**config.mk**
```make
export PLATFORM = sky130hd
export DESIGN_NAME = dma_req_quiesce_flat
export DESIGN_NICKNAME = d
export VERILOG_FILES = /design/src/rtl/dma_req_quiesce_if.sv /design/src/rtl/dma_req_quiesce.sv /design/src/flat_wrapper.sv
export SDC_FILE = /design/constraint.sdc
export NUM_CORES = 1
export LEC_CHECK = 0
export BUFFER_PORTS_ARGS = -buffer_cell sky130_fd_sc_hd__buf_2
export CAP_MARGIN = 20
export CORE_ASPECT_RATIO = 0.5
export CORE_MARGIN = 10
export CORE_UTILIZATION = 29
export DETAILED_ROUTE_END_ITERATION = 16
export GPL_TIMING_DRIVEN = 0
export PLACE_DENSITY = 0.77
export SLEW_MARGIN = 20
export SYNTH_ARGS = -nofsm -noshare
export SYNTH_HDL_FRONTEND = slang
export SYNTH_SLANG_ARGS = --single-unit
export TNS_END_PERCENT = 30
```
**constraint.sdc**
```tcl
create_clock -name aclk -period 2.3 [get_ports aclk]
set_input_delay 0.115 -clock aclk [delete_from_list [all_inputs] [get_ports aclk]]
set_output_delay 0.115 -clock aclk [all_outputs]
set_load 0.005 [all_outputs]
```
**src/rtl/dma_req_quiesce_if.sv**
```systemverilog
// rtl/dma_req_quiesce_if.sv - dmaIntf request/response channel with master and slave modports
interface dmaIntf #(
  parameter int REQ_W = 32,
  parameter int RSP_W = 32
) ();
  logic             valid;
  logic             ready;
  logic [REQ_W-1:0] req;
  logic             rsp_done;
  logic [RSP_W-1:0] rsp_data;

  modport m (output valid, req, input ready, rsp_done, rsp_data);
  modport s (input valid, req, output ready, rsp_done, rsp_data);
endinterface

```
**src/rtl/dma_req_quiesce.sv**
```systemverilog
// rtl/dma_req_quiesce.sv - outstanding-request tracker that drains a DMA channel before decoupling
// Optional drain watchdog enabled by DMA_QUIESCE_TIMEOUT_EN.
module dma_req_quiesce #(
  parameter int MAX_OUTSTANDING = 32,
  parameter int CNT_BITS        = $clog2(MAX_OUTSTANDING + 1),
  parameter int TIMEOUT_CYCLES  = 65536
) (
  input  logic                aclk,
  input  logic                aresetn,
  input  logic                drain_req,
  output logic                drain_ack,
  output logic                drain_err,
  output logic [CNT_BITS-1:0] outstanding,
  dmaIntf.s                   s_req,
  dmaIntf.m                   m_req
);

  typedef enum logic [1:0] {ACTIVE, DRAIN, QUIESCED} state_t;

  state_t              state_q, state_d;
  logic [CNT_BITS-1:0] cnt_q, cnt_d;
  logic                ack_q;
  logic                has_room;
  logic                fwd_valid, fwd_ready;
  logic                fire, retire;

  assign has_room = (cnt_q < CNT_BITS'(MAX_OUTSTANDING));

  always_comb begin
    state_d   = state_q;
    fwd_valid = 1'b0;
    fwd_ready = 1'b0;
    case (state_q)
      ACTIVE: begin
        fwd_valid = s_req.valid && has_room;
        fwd_ready = m_req.ready && has_room;
        if (drain_req) state_d = DRAIN;
      end
      DRAIN: begin
        // Abort wins over completion so a dropped request never sees a stale ack.
        if (!drain_req)        state_d = ACTIVE;
        else if (cnt_q == '0)  state_d = QUIESCED;
      end
      QUIESCED: begin
        if (!drain_req) state_d = ACTIVE;
      end
      default: state_d = ACTIVE;
    endcase
  end

  assign m_req.valid    = fwd_valid;
  assign m_req.req      = s_req.req;
  assign s_req.ready    = fwd_ready;
  assign s_req.rsp_done = m_req.rsp_done;
  assign s_req.rsp_data = m_req.rsp_data;

  assign fire   = fwd_valid && m_req.ready;
  assign retire = m_req.rsp_done && (cnt_q != '0);

  always_comb begin
    cnt_d = cnt_q;
    case ({fire, retire})
      2'b10:   cnt_d = cnt_q + 1'b1;
      2'b01:   cnt_d = cnt_q - 1'b1;
      default: cnt_d = cnt_q;
    endcase
  end

  always_ff @(posedge aclk or negedge aresetn) begin
    if (!aresetn) begin
      state_q <= ACTIVE;
      cnt_q   <= '0;
      ack_q   <= 1'b0;
    end else begin
      state_q <= state_d;
      cnt_q   <= cnt_d;
      ack_q   <= (state_d == QUIESCED);
    end
  end

  assign drain_ack   = ack_q;
  assign outstanding = cnt_q;

`ifdef DMA_QUIESCE_TIMEOUT_EN
  localparam int WD_BITS = $clog2(TIMEOUT_CYCLES + 1);

  logic [WD_BITS-1:0] wd_q;
  logic               err_q;

  // Held at zero outside DRAIN, so every entry into DRAIN starts a fresh count.
  always_ff @(posedge aclk or negedge aresetn) begin
    if (!aresetn) begin
      wd_q  <= '0;
      err_q <= 1'b0;
    end else begin
      if (state_q != DRAIN)                         wd_q <= '0;
      else if (wd_q != WD_BITS'(TIMEOUT_CYCLES))    wd_q <= wd_q + 1'b1;

      if (state_d == ACTIVE && state_q != ACTIVE)   err_q <= 1'b0;
      else if (state_q == DRAIN && wd_q == WD_BITS'(TIMEOUT_CYCLES - 1))
                                                    err_q <= 1'b1;
    end
  end

  assign drain_err = err_q;
`else
  assign drain_err = 1'b0;
`endif

endmodule

```
**src/flat_wrapper.sv**
```systemverilog
// flat-port wrapper written by rule: the top's interface ports become plain ports
module dma_req_quiesce_flat 
#(
  parameter int MAX_OUTSTANDING = 32,
  parameter int CNT_BITS        = $clog2(MAX_OUTSTANDING + 1),
  parameter int TIMEOUT_CYCLES  = 65536
)
  (aclk, aresetn, drain_req, drain_ack, drain_err, outstanding, s_req_valid, s_req_req, s_req_ready, s_req_rsp_done, s_req_rsp_data, m_req_valid, m_req_req, m_req_ready, m_req_rsp_done, m_req_rsp_data);
  dmaIntf s_req_i ();
  dmaIntf m_req_i ();
  input  logic aclk;
  input  logic aresetn;
  input  logic drain_req;
  output logic drain_ack;
  output logic drain_err;
  output logic [CNT_BITS-1:0] outstanding;
  input wire logic [$bits(s_req_i.valid)-1:0] s_req_valid;
  input wire logic [$bits(s_req_i.req)-1:0] s_req_req;
  output wire logic [$bits(s_req_i.ready)-1:0] s_req_ready;
  output wire logic [$bits(s_req_i.rsp_done)-1:0] s_req_rsp_done;
  output wire logic [$bits(s_req_i.rsp_data)-1:0] s_req_rsp_data;
  output wire logic [$bits(m_req_i.valid)-1:0] m_req_valid;
  output wire logic [$bits(m_req_i.req)-1:0] m_req_req;
  input wire logic [$bits(m_req_i.ready)-1:0] m_req_ready;
  input wire logic [$bits(m_req_i.rsp_done)-1:0] m_req_rsp_done;
  input wire logic [$bits(m_req_i.rsp_data)-1:0] m_req_rsp_data;
  assign s_req_i.valid = s_req_valid;
  assign s_req_i.req = s_req_req;
  assign s_req_ready = s_req_i.ready;
  assign s_req_rsp_done = s_req_i.rsp_done;
  assign s_req_rsp_data = s_req_i.rsp_data;
  assign m_req_valid = m_req_i.valid;
  assign m_req_req = m_req_i.req;
  assign m_req_i.ready = m_req_ready;
  assign m_req_i.rsp_done = m_req_rsp_done;
  assign m_req_i.rsp_data = m_req_rsp_data;
  dma_req_quiesce #(.MAX_OUTSTANDING(MAX_OUTSTANDING), .CNT_BITS(CNT_BITS), .TIMEOUT_CYCLES(TIMEOUT_CYCLES)) u_core (.aclk(aclk), .aresetn(aresetn), .drain_req(drain_req), .drain_ack(drain_ack), .drain_err(drain_err), .outstanding(outstanding), .s_req(s_req_i), .m_req(m_req_i));
endmodule
```
==> results.tsv, run 1 <==
stage	metric	value	unit
synthesis	Syn Nets	208	
outcome	status	complete, no violations	
setup_path	Worst path top cell family by delay	simple AND/OR/NAND/NOR gates	
floorplan	Die Width	108.7	um
routing	wire length per cell	15.82	um
synthesis	Avg Synthesized Cell Area	8.453	um^2
routing	DR vias/cell	4.246	
cells_and_area	layout cells sized above 1	77.68	%
sta	clk_skew	0.004155	ns
floorplan	DIE AREA	6996	um^2
cells_and_area	Fillers	318	
floorplan	die height	64.36	um
setup_path	max incr delay on CP	0.49	ns
routing	Vias	1206	
synthesis	main flop type after synthesis	dfrtp_1	
sta	Final period util	98.73	%
worst_hold_path	type of the tightest min-delay check	input pin to flop	
routing	Pre-antenna DRT Iters	4	
setup_path	Req. time, crit path	2.40	ns
clocking	Clk Latency, worst-skew pair	0.24	ns
setup_path	Crit Path Category	flop to flop	
cells_and_area	Sequential Area	227.7	um^2
setup_path	CP endpoint kind	flop	
setup_path	crit path max-delay cell type	dfrtp_1	
synthesis	asr flop ratio synth	100.0	%
cells_and_area	area grow syn2layout	60.09	%
sta	Pins Over Slew Limit	0	
place	Placer Congestion	0.7678	
synthesis	cells after synthesis	135	
setup_path	worst path arrival time	2.37	ns
clocking	TritonCTS Sinks	9	
sta	post-layout min period	2.271	ns
floorplan	Rows	15	
cells_and_area	Nets	307	
synthesis	mapped cell area	1141	um^2
power_and_ir_drop	peak supply drop	0.2599	mV
synthesis	post-synth cell types	36	
cells_and_area	ANT cells	0	
clocking	Worst-path clk slew	0.05	ns
cells_and_area	final instance area	1827	um^2
grt	largest net degree at the start of global routing	12	
sta	Max Fclk	440.4	MHz
setup_path	most used cell, CP	xor2_1	
sta	final hold violation count	0	
setup_path	WP buf/inv	0	
place	dpl ws	-0.1390	ns
place	dpl hpwl	3771	um
clocking	CTS tree	done	
routing	# DRC	0	
place	IO buf count	79	
flow_run	max cap viols	0	
floorplan	Starting Density	31.67	%
synthesis	Post-synth EDFFs	0	
power_and_ir_drop	Static Leakage	1.019	nW
cells_and_area	Multi-input gate area	447.9	um^2
floorplan	core region area	3603	um^2
routing	Routed WL	4494	um
setup_path	CP cell instances	nor3_4 -> a21boi_2 -> ha_4 -> xor2_1 -> ha_2 -> or3b_1 -> nand4_1 -> a21oi_1 -> xor2_1	
power_and_ir_drop	PD cells	725.0	nW/um^2
setup_path	CP Max Fanout	7	
grt	initial antenna violation count	0	
sta	worst setup margin	0.02919	ns
power_and_ir_drop	Power Total	1.324	mW
setup_path	Worst setup SP type	flop	
clocking	H-tree depth	1	
clocking	Clock Tree Root	clkbuf_8	
grt	first-pass GRT wire length	6292	um
sta	Final setup viols	0	
grt	gr usage total	11.18	%
cells_and_area	final core occ	50.69	%
routing	Routed Antenna Nets	0	
synthesis	sequential cell area fraction in the yosys report	19.74	%
routing	DRT iter0 DRCs	42	
grt	Overflow after GRT	0	
place	placed cell area	1629	um^2
floorplan	num ports	145	
synthesis	Yosys warnings	0	
sta	total negative slack	0	ns
synthesis	Seq cells post-synth	9	
clocking	buffer levels on the longest clock path	2	
grt	vias in the first global route	1248	
clocking	cts bufs inserted	3	
==> final timing paths <==
| path | from | end | slack [ns] | cells after the start |
|---|---|---|---|---|
| setup / recovery | u_core.outstanding[1] | u_core.outstanding[4] | 0.03 | 9 |
| hold / removal | drain_req | u_core.drain_ack | 0.11 | 2 |
| setup reg to reg | u_core.outstanding[1] | u_core.outstanding[4] | 0.03 | 9 |
| hold reg to reg | u_core.outstanding[0] | u_core.outstanding[0] | 0.59 | 1 |
| max in group asynchronous | aresetn | u_core.outstanding[0] | 1.83 | 2 |
| min in group asynchronous | aresetn | u_core.drain_ack | 0.26 | 2 |
==> metal layers <==
layer / vias to the layer above / routed length (um) / global-route usage (%)
met4: 0 / 62 / 4.902
met3: 5 / 722 / 6.900
met1: 535 / 1230 / 8.390
li1: 576 / - / -
met2: 90 / 2479 / 22.16
met5: - / 0 / 0
==> state kept, by name, indices dropped and copies added, names as in the netlist <==
signal and count:
u_core.outstanding 6, u_core.state_q 2, u_core.drain_ack 1
==> cell usage after synthesis, drive strengths merged, types with 3 or more instances <==
library cell / n / area [um^2]
nand2: 4 / 15.01
ha: 3 / 37.54
nor3: 5 / 25.02
and2: 4 / 25.02
xnor2: 3 / 26.28
buf: 68 / 508.0
a21oi: 4 / 20.02
dfrtp: 9 / 225.2
==> logic make-up after synthesis <==
logic type	Yosys count	share of synthesized area (%)
AO/OA/AOI/OAI	14	9.650
XOR/XNOR	5	3.838
adder cells (fa/ha/maj)	3	3.290
buffers and inverters	71	45.50
flip-flops	9	19.74
multiplexers	2	1.864
other	1	0.3286
AND/OR/NAND/NOR	30	15.79
==> report_power, final <==
group	switching (mW)	total (mW)	leakage, nW	internal [mW]
clock network	0.0643	0.185	0.0228	0.121
registers	0.0878	0.307	0.109	0.219
logic	0.363	0.833	0.887	0.469
total	0.515	1.32	1.02	0.809
==> area by class of cell <==
class,count,area share [%]
clock buffers,4,2.466
repair buffers,95,28.36
flip-flops and latches,9,12.47
multi-input cells,55,24.52
well taps,51,3.493
inverters,1,0.2055
plain buffers,69,28.49
==> cells in the final DEF (no fill, tap or decap), types with 2 or more instances in the layout <==
cell / Yosys / layout
clkbuf_1: 2 / 2
nor3_4: 0 / 2
dfrtp_1: 9 / 7
xor2_1: 2 / 2
a21oi_1: 4 / 4
a21boi_2: 1 / 2
nor3b_1: 2 / 2
nand3b_1: 2 / 2
nor3_1: 5 / 2
nor2_1: 2 / 2
buf_4: 67 / 82
nand2_1: 4 / 3
clkbuf_8: 0 / 4
nand3_1: 2 / 2
xnor2_1: 3 / 3
nor2b_1: 2 / 2
dfrtp_2: 0 / 2
and2_1: 4 / 3
buf_2: 1 / 79
nand4_1: 2 / 2
==> metrics by stage <==
stage                     std cells  hold slack, ns
after detailed placement        265        -0.02327
after CTS                       277          0.1065
after global routing            284          0.1328
final                           284          0.1079
after global placement          265        -0.02991
after floorplan                 135         -0.1806
==> repair_timing <==
item | CTS | global route
buffers inserted | 8 | 7
gates resized for setup | 4 | 4
pin swaps | 5 | 3
hold buffers | 1 | 0
endpoints found under the setup margin | 1 | 4
hold endpoints to repair | 9 | 0
No activity file was read; power rests on OpenSTA's default activity.
==> run 2: changes to the inputs <==
--- a/config.mk
+++ b/config.mk
@@ -8,12 +8,12 @@
 export BUFFER_PORTS_ARGS = -buffer_cell sky130_fd_sc_hd__buf_2
 export CAP_MARGIN = 20
 export CORE_ASPECT_RATIO = 0.5
-export CORE_MARGIN = 10
+export CORE_MARGIN = 8
 export CORE_UTILIZATION = 29
 export DETAILED_ROUTE_END_ITERATION = 16
 export GPL_TIMING_DRIVEN = 0
 export PLACE_DENSITY = 0.77
-export SLEW_MARGIN = 20
+export SLEW_MARGIN = 0
 export SYNTH_ARGS = -nofsm -noshare
 export SYNTH_HDL_FRONTEND = slang
 export SYNTH_SLANG_ARGS = --single-unit
==> results.tsv, run 2 (synthesis gave the netlist of run 1 again) <==
stage	metric	value	unit	change
clocking	Worst-path clk slew	0.05	ns	about the same
grt	largest net degree at the start of global routing	12		unchanged
setup_path	CP Max Fanout	6		-1
place	Placer Congestion	0.7806		+1.7%
clocking	TritonCTS Sinks	9		unchanged
floorplan	die height	60.36	um	-6.2%
floorplan	Rows	16		+1
clocking	H-tree depth	1		unchanged
power_and_ir_drop	Static Leakage	0.9972	nW	-2.1%
routing	Vias	1181		-2.1%
place	dpl hpwl	3183	um	-16%
routing	DRT iter0 DRCs	56		+33%
setup_path	CP cell instances	nor3_2 -> and2_4 -> nand2_4 -> ha_4 -> xor2_2 -> ha_2 -> or3b_1 -> nand4_1 -> a21oi_2 -> xor2_1		
grt	initial antenna violation count	0		unchanged
routing	# DRC	0		unchanged
setup_path	WP buf/inv	0		unchanged
power_and_ir_drop	peak supply drop	0.2886	mV	+11%
cells_and_area	layout cells sized above 1	78.41	%	+0.73 points
cells_and_area	Fillers	369		+16%
routing	DR vias/cell	4.203		-1.0%
outcome	status	complete, no violations		
floorplan	DIE AREA	6320	um^2	-9.7%
cells_and_area	most common cell after layout, fill and taps aside	buf_2		
flow_run	max cap viols	0		unchanged
sta	final hold violation count	0		unchanged
setup_path	crit path max-delay cell type	dfrtp_2		
floorplan	Die Width	104.7	um	-3.7%
routing	Routed WL	3850	um	-14%
clocking	Clock Tree Root	clkbuf_8		
setup_path	CP endpoint kind	flop		
sta	Max Fclk	457.4	MHz	+3.9%
setup_path	Req. time, crit path	2.41	ns	about the same
sta	clk_skew	0.002718	ns	-0.001437 ns
sta	Final period util	95.06	%	-3.7 points
clocking	buffer levels on the longest clock path	2		unchanged
floorplan	core region area	3844	um^2	+6.7%
power_and_ir_drop	PD cells	708.2	nW/um^2	-2.3%
floorplan	Starting Density	29.69	%	-2.0 points
routing	Routed Antenna Nets	0		unchanged
clocking	Clk Latency, worst-skew pair	0.23	ns	about the same
sta	Final setup viols	0		unchanged
worst_hold_path	type of the tightest min-delay check	input pin to flop		
cells_and_area	max FFs per register	6		unchanged
grt	first-pass GRT wire length	5464	um	-13%
setup_path	worst path arrival time	2.30	ns	-0.07 ns
setup_path	Worst setup SP type	flop		
sta	Pins Over Slew Limit	0		unchanged
clocking	CTS tree	done		
routing	wire length per cell	13.70	um	-13%
place	IO buf count	79		unchanged
grt	vias in the first global route	1236		-0.96%
cells_and_area	area grow syn2layout	58.33	%	
cells_and_area	ANT cells	0		unchanged
grt	gr usage total	10.41	%	-0.78 points
sta	worst setup margin	0.1137	ns	+0.08452 ns
sta	post-layout min period	2.186	ns	-0.08452 ns
place	placed cell area	1633	um^2	+0.23%
setup_path	Crit Path Category	flop to flop		
routing	Pre-antenna DRT Iters	4		unchanged
grt	Overflow after GRT	0		unchanged
setup_path	max incr delay on CP	0.43	ns	-0.06 ns
floorplan	num ports	145		unchanged
setup_path	Worst path top cell family by delay	simple AND/OR/NAND/NOR gates		
cells_and_area	final instance area	1807	um^2	-1.1%
place	dpl ws	-0.1493	ns	-0.01034 ns
cells_and_area	most frequent cells in the layout	buf_2 (79), buf_4 (75), dfrtp_1 (6)		
cells_and_area	Nets	301		-2.0%
clocking	cts bufs inserted	3		unchanged
[run 2: worst register-to-register path, stage by stage (launching register included)]
cell and delay [ns]:
dfrtp_2 0.43, nor3_2 0.20, and2_4 0.19, nand2_4 0.06
ha_4 0.19, xor2_2 0.12, ha_2 0.21, or3b_1 0.34
nand4_1 0.11, a21oi_2 0.06, xor2_1 0.14
[run 2: timing repair]
item                       in CTS  in global routing
pin swaps                       4                  8
setup endpoints to repair       1                  2
gates resized for setup         4                  9
setup buffers                   4                  5
gates cloned                    0                  0
hold endpoints to repair        9                  0
hold buffers                    1                  0
[run 2: power breakdown]
part,total (mW),switching [mW],internal [mW]
clock,0.185,0.0640,0.121
combinational,0.781,0.342,0.439
sequential,0.314,0.0926,0.221
total,1.28,0.499,0.781
[run 2: path summary, 6_finish.rpt]
check                                            from               endpoint  slack, ns  cells after the start
worst max register to register  u_core.outstanding[5]  u_core.outstanding[4]       0.11                     10
worst min-delay path                        drain_req      u_core.state_q[1]       0.12                      2
worst max-delay path            u_core.outstanding[5]  u_core.outstanding[4]       0.11                     10
min in group asynchronous                     aresetn  u_core.outstanding[4]       0.27                      2
worst min register to register  u_core.outstanding[0]  u_core.outstanding[0]       0.58                      1
max in group asynchronous                     aresetn  u_core.outstanding[5]       1.83                      2
[run 2: metal layers]
layer	track usage [%]	share of wire, %	vias up
li1	-	-	563
met1	8.677	31	537
met2	20.79	56	79
met3	6.462	12	2
met4	3.012	0.60	0
met5	0	0	-
[run 2: final cells by class]
class | instances | area, um^2 | share of cell area (%)
buffer | 69 | 524.3 | 29.02
inverter | 1 | 3.754 | 0.2078
multi-input combinational | 55 | 464.2 | 25.69
timing repair buffer | 89 | 473.0 | 26.18
sequential | 9 | 229.0 | 12.67
clock buffer | 4 | 45.04 | 2.493
tap | 54 | 67.56 | 3.740
[run 2: stage by stage]
stage / total power [mW] / utilization (%) / instances / hold WS, ns / setup TNS (ns)
after floorplan: 0.7693 / - / 135 / -0.1806 / 0
after global placement: 0.9540 / 42.48 / 268 / -0.02731 / -0.1068
after detailed placement: 0.9778 / 42.48 / 268 / -0.02146 / -0.1493
after CTS: 1.210 / 44.95 / 276 / 0.1105 / 0
after global routing: 1.374 / 47.01 / 281 / 0.1287 / -0.05333
final: 1.280 / 47.01 / 281 / 0.1151 / 0
==> run 3: changes to the inputs <==
--- a/config.mk
+++ b/config.mk
@@ -7,12 +7,14 @@
 export LEC_CHECK = 0
 export BUFFER_PORTS_ARGS = -buffer_cell sky130_fd_sc_hd__buf_2
 export CAP_MARGIN = 20
+export CELL_PAD_IN_SITES_DETAIL_PLACEMENT = 1
+export CELL_PAD_IN_SITES_GLOBAL_PLACEMENT = 2
 export CORE_ASPECT_RATIO = 0.5
 export CORE_MARGIN = 8
-export CORE_UTILIZATION = 29
+export CORE_UTILIZATION = 13
 export DETAILED_ROUTE_END_ITERATION = 16
 export GPL_TIMING_DRIVEN = 0
-export PLACE_DENSITY = 0.77
+export PLACE_DENSITY_LB_ADDON = 0.1
 export SLEW_MARGIN = 0
 export SYNTH_ARGS = -nofsm -noshare
 export SYNTH_HDL_FRONTEND = slang
==> results.tsv, run 3 (synthesis gave the netlist of run 1 again) <==
stage	metric	value	unit	change
floorplan	DIE AREA	12210	um^2	+93%
worst_hold_path	type of the tightest min-delay check	input pin to flop		
clocking	cts bufs inserted	3		unchanged
clocking	buffer levels on the longest clock path	2		unchanged
setup_path	instance count on the critical path	10		unchanged
power_and_ir_drop	peak supply drop	0.2523	mV	-13%
clocking	H-tree depth	1		unchanged
place	dpl ws	-0.2580	ns	-0.1086 ns
setup_path	Req. time, crit path	2.41	ns	about the same
sta	Max Fclk	451.1	MHz	-1.4%
floorplan	num ports	145		unchanged
cells_and_area	final instance area	1874	um^2	+3.7%
place	dpl hpwl	4222	um	+33%
power_and_ir_drop	Static Leakage	0.9831	nW	-1.4%
sta	Final setup viols	0		unchanged
setup_path	Worst Reg-to-Reg Cells	10		unchanged
routing	wire length per cell	13.96	um	+1.9%
sta	Pins Over Slew Limit	0		unchanged
setup_path	WP buf/inv	0		unchanged
flow_run	max cap viols	0		unchanged
clocking	Clk Latency, worst-skew pair	0.23	ns	about the same
sta	final hold violation count	0		unchanged
setup_path	CP cell instances	nor3_4 -> and2_4 -> nand2_2 -> ha_4 -> xor2_2 -> ha_2 -> or3b_1 -> nand4_1 -> a21oi_1 -> xor2_1		
sta	post-layout min period	2.217	ns	+0.03070 ns
setup_path	worst path arrival time	2.33	ns	+0.03 ns
clocking	Worst-path clk slew	0.04	ns	about the same
routing	# DRC	0		unchanged
setup_path	CP Max Fanout	3		-3
grt	gr usage total	7.112	%	-3.3 points
setup_path	Worst path top cell family by delay	simple AND/OR/NAND/NOR gates		
setup_path	CP endpoint kind	flop		
cells_and_area	max FFs per register	6		unchanged
setup_path	max incr delay on CP	0.45	ns	+0.02 ns
grt	first-pass GRT wire length	7051	um	+29%
setup_path	Worst setup SP type	flop		
setup_path	Reg2Reg Launch Point	u_core.outstanding[5]		
grt	initial antenna violation count	0		unchanged
setup_path	crit path from	u_core.outstanding[5]		
power_and_ir_drop	Power Total	1.393	mW	+8.9%
cells_and_area	layout cells sized above 1	78.38	%	about the same
cells_and_area	most frequent cells in the layout	buf_2 (79), buf_4 (72), dfrtp_1 (5)		
worst_hold_path	worst hold path depth	2		unchanged
sta	WHS	0.1211	ns	+0.005976 ns
clocking	TritonCTS Sinks	9		unchanged
setup_path	RR Endpoint	u_core.outstanding[4]		
routing	Vias	1197		+1.4%
outcome	status	complete, no violations		
floorplan	Starting Density	13.24	%	-16 points
setup_path	crit path max-delay cell type	dfrtp_2		
power_and_ir_drop	PD cells	743.5	nW/um^2	+5.0%
routing	Routed Antenna Nets	0		unchanged
floorplan	core region area	8618	um^2	+120%
cells_and_area	Nets	296		-1.7%
sta	Final period util	96.39	%	+1.3 points
place	IO buf count	79		unchanged
cells_and_area	Non-Filler Instances	339		+21%
sta	clk_skew	0.003318	ns	+0.0005998 ns
setup_path	Worst R2R Setup Slack	0.08	ns	-0.03 ns
clocking	Clock Tree Root	clkbuf_16		
cells_and_area	Fillers	1064		+190%
routing	Routed WL	4732	um	+23%
setup_path	Worst Setup EP	u_core.outstanding[4]		
routing	Pre-antenna DRT Iters	4		unchanged
cells_and_area	area grow syn2layout	64.25	%	
place	Placer Congestion	0.6833		-12%
place	placed cell area	1712	um^2	+4.8%
cells_and_area	most common cell after layout, fill and taps aside	buf_2		
grt	vias in the first global route	1371		+11%
floorplan	die height	82.25	um	+36%
place	Placed Cells	331		+24%
cells_and_area	ANT cells	0		unchanged
floorplan	Die Width	148.5	um	+42%
grt	largest net degree at the start of global routing	11		-1
sta	worst setup margin	0.08300	ns	-0.03070 ns
grt	Overflow after GRT	0		unchanged
setup_path	Crit Path Category	flop to flop		
routing	DR vias/cell	3.531		-16%
floorplan	Rows	24		+8
routing	DRT iter0 DRCs	5		-91%
clocking	CTS tree	done		
## run 3: cell count changes in the layout (fill, tap and decap cells not counted), sizes merged
| cell | delta |
|---|---|
| buf | -4 |
| clkbuf | -1 |
## run 3: worst min-delay path by stage
stage | end | start
finish | u_core.state_q[1] | drain_req
global route | u_core.drain_ack | drain_req
CTS | u_core.state_q[1] | drain_req
detailed placement | u_core.drain_ack | aresetn
global placement | u_core.drain_ack | aresetn
floorplan | u_core.drain_ack | aresetn
## run 3: metrics by stage
step / TNS (ns) / util (%)
after floorplan: 0 / -
after global routing: -0.01635 / 21.75
after detailed placement: -0.2922 / 19.86
after global placement: -0.2931 / 19.86
after CTS: 0 / 21.56
final: 0 / 21.75
## run 3: what timing repair did
| action | 4_1_cts | 5_1_grt |
|---|---|---|
| hold endpoints to repair | 9 | 0 |
| gates cloned | 0 | 0 |
| resized for setup | 7 | 4 |
| buffers inserted | 5 | 0 |
| pin swaps | 3 | 2 |
| endpoints found under the setup margin | 3 | 3 |
| hold buffers | 1 | 0 |
## run 3: power breakdown
| part | switching [mW] | internal (mW) |
|---|---|---|
| Sequential | 0.0899 | 0.223 |
| Combinational | 0.347 | 0.423 |
| Clock | 0.0787 | 0.232 |
## run 3: layout make-up
class,count,area [um^2],area share (%)
buffer,68,516.7,27.57
clock buffer,4,78.83,4.206
inverter,1,3.754,0.2003
multi-input combinational,55,455.4,24.30
sequential,9,230.2,12.28
tap,117,146.4,7.810
timing repair buffer,85,442.9,23.63
## run 3: routing by layer
metal  GRT usage [%]  wire length (um)
met1           6.563              1550
met2           12.79              2220
met3           5.057               933
met4           1.816                27
met5               0                 0
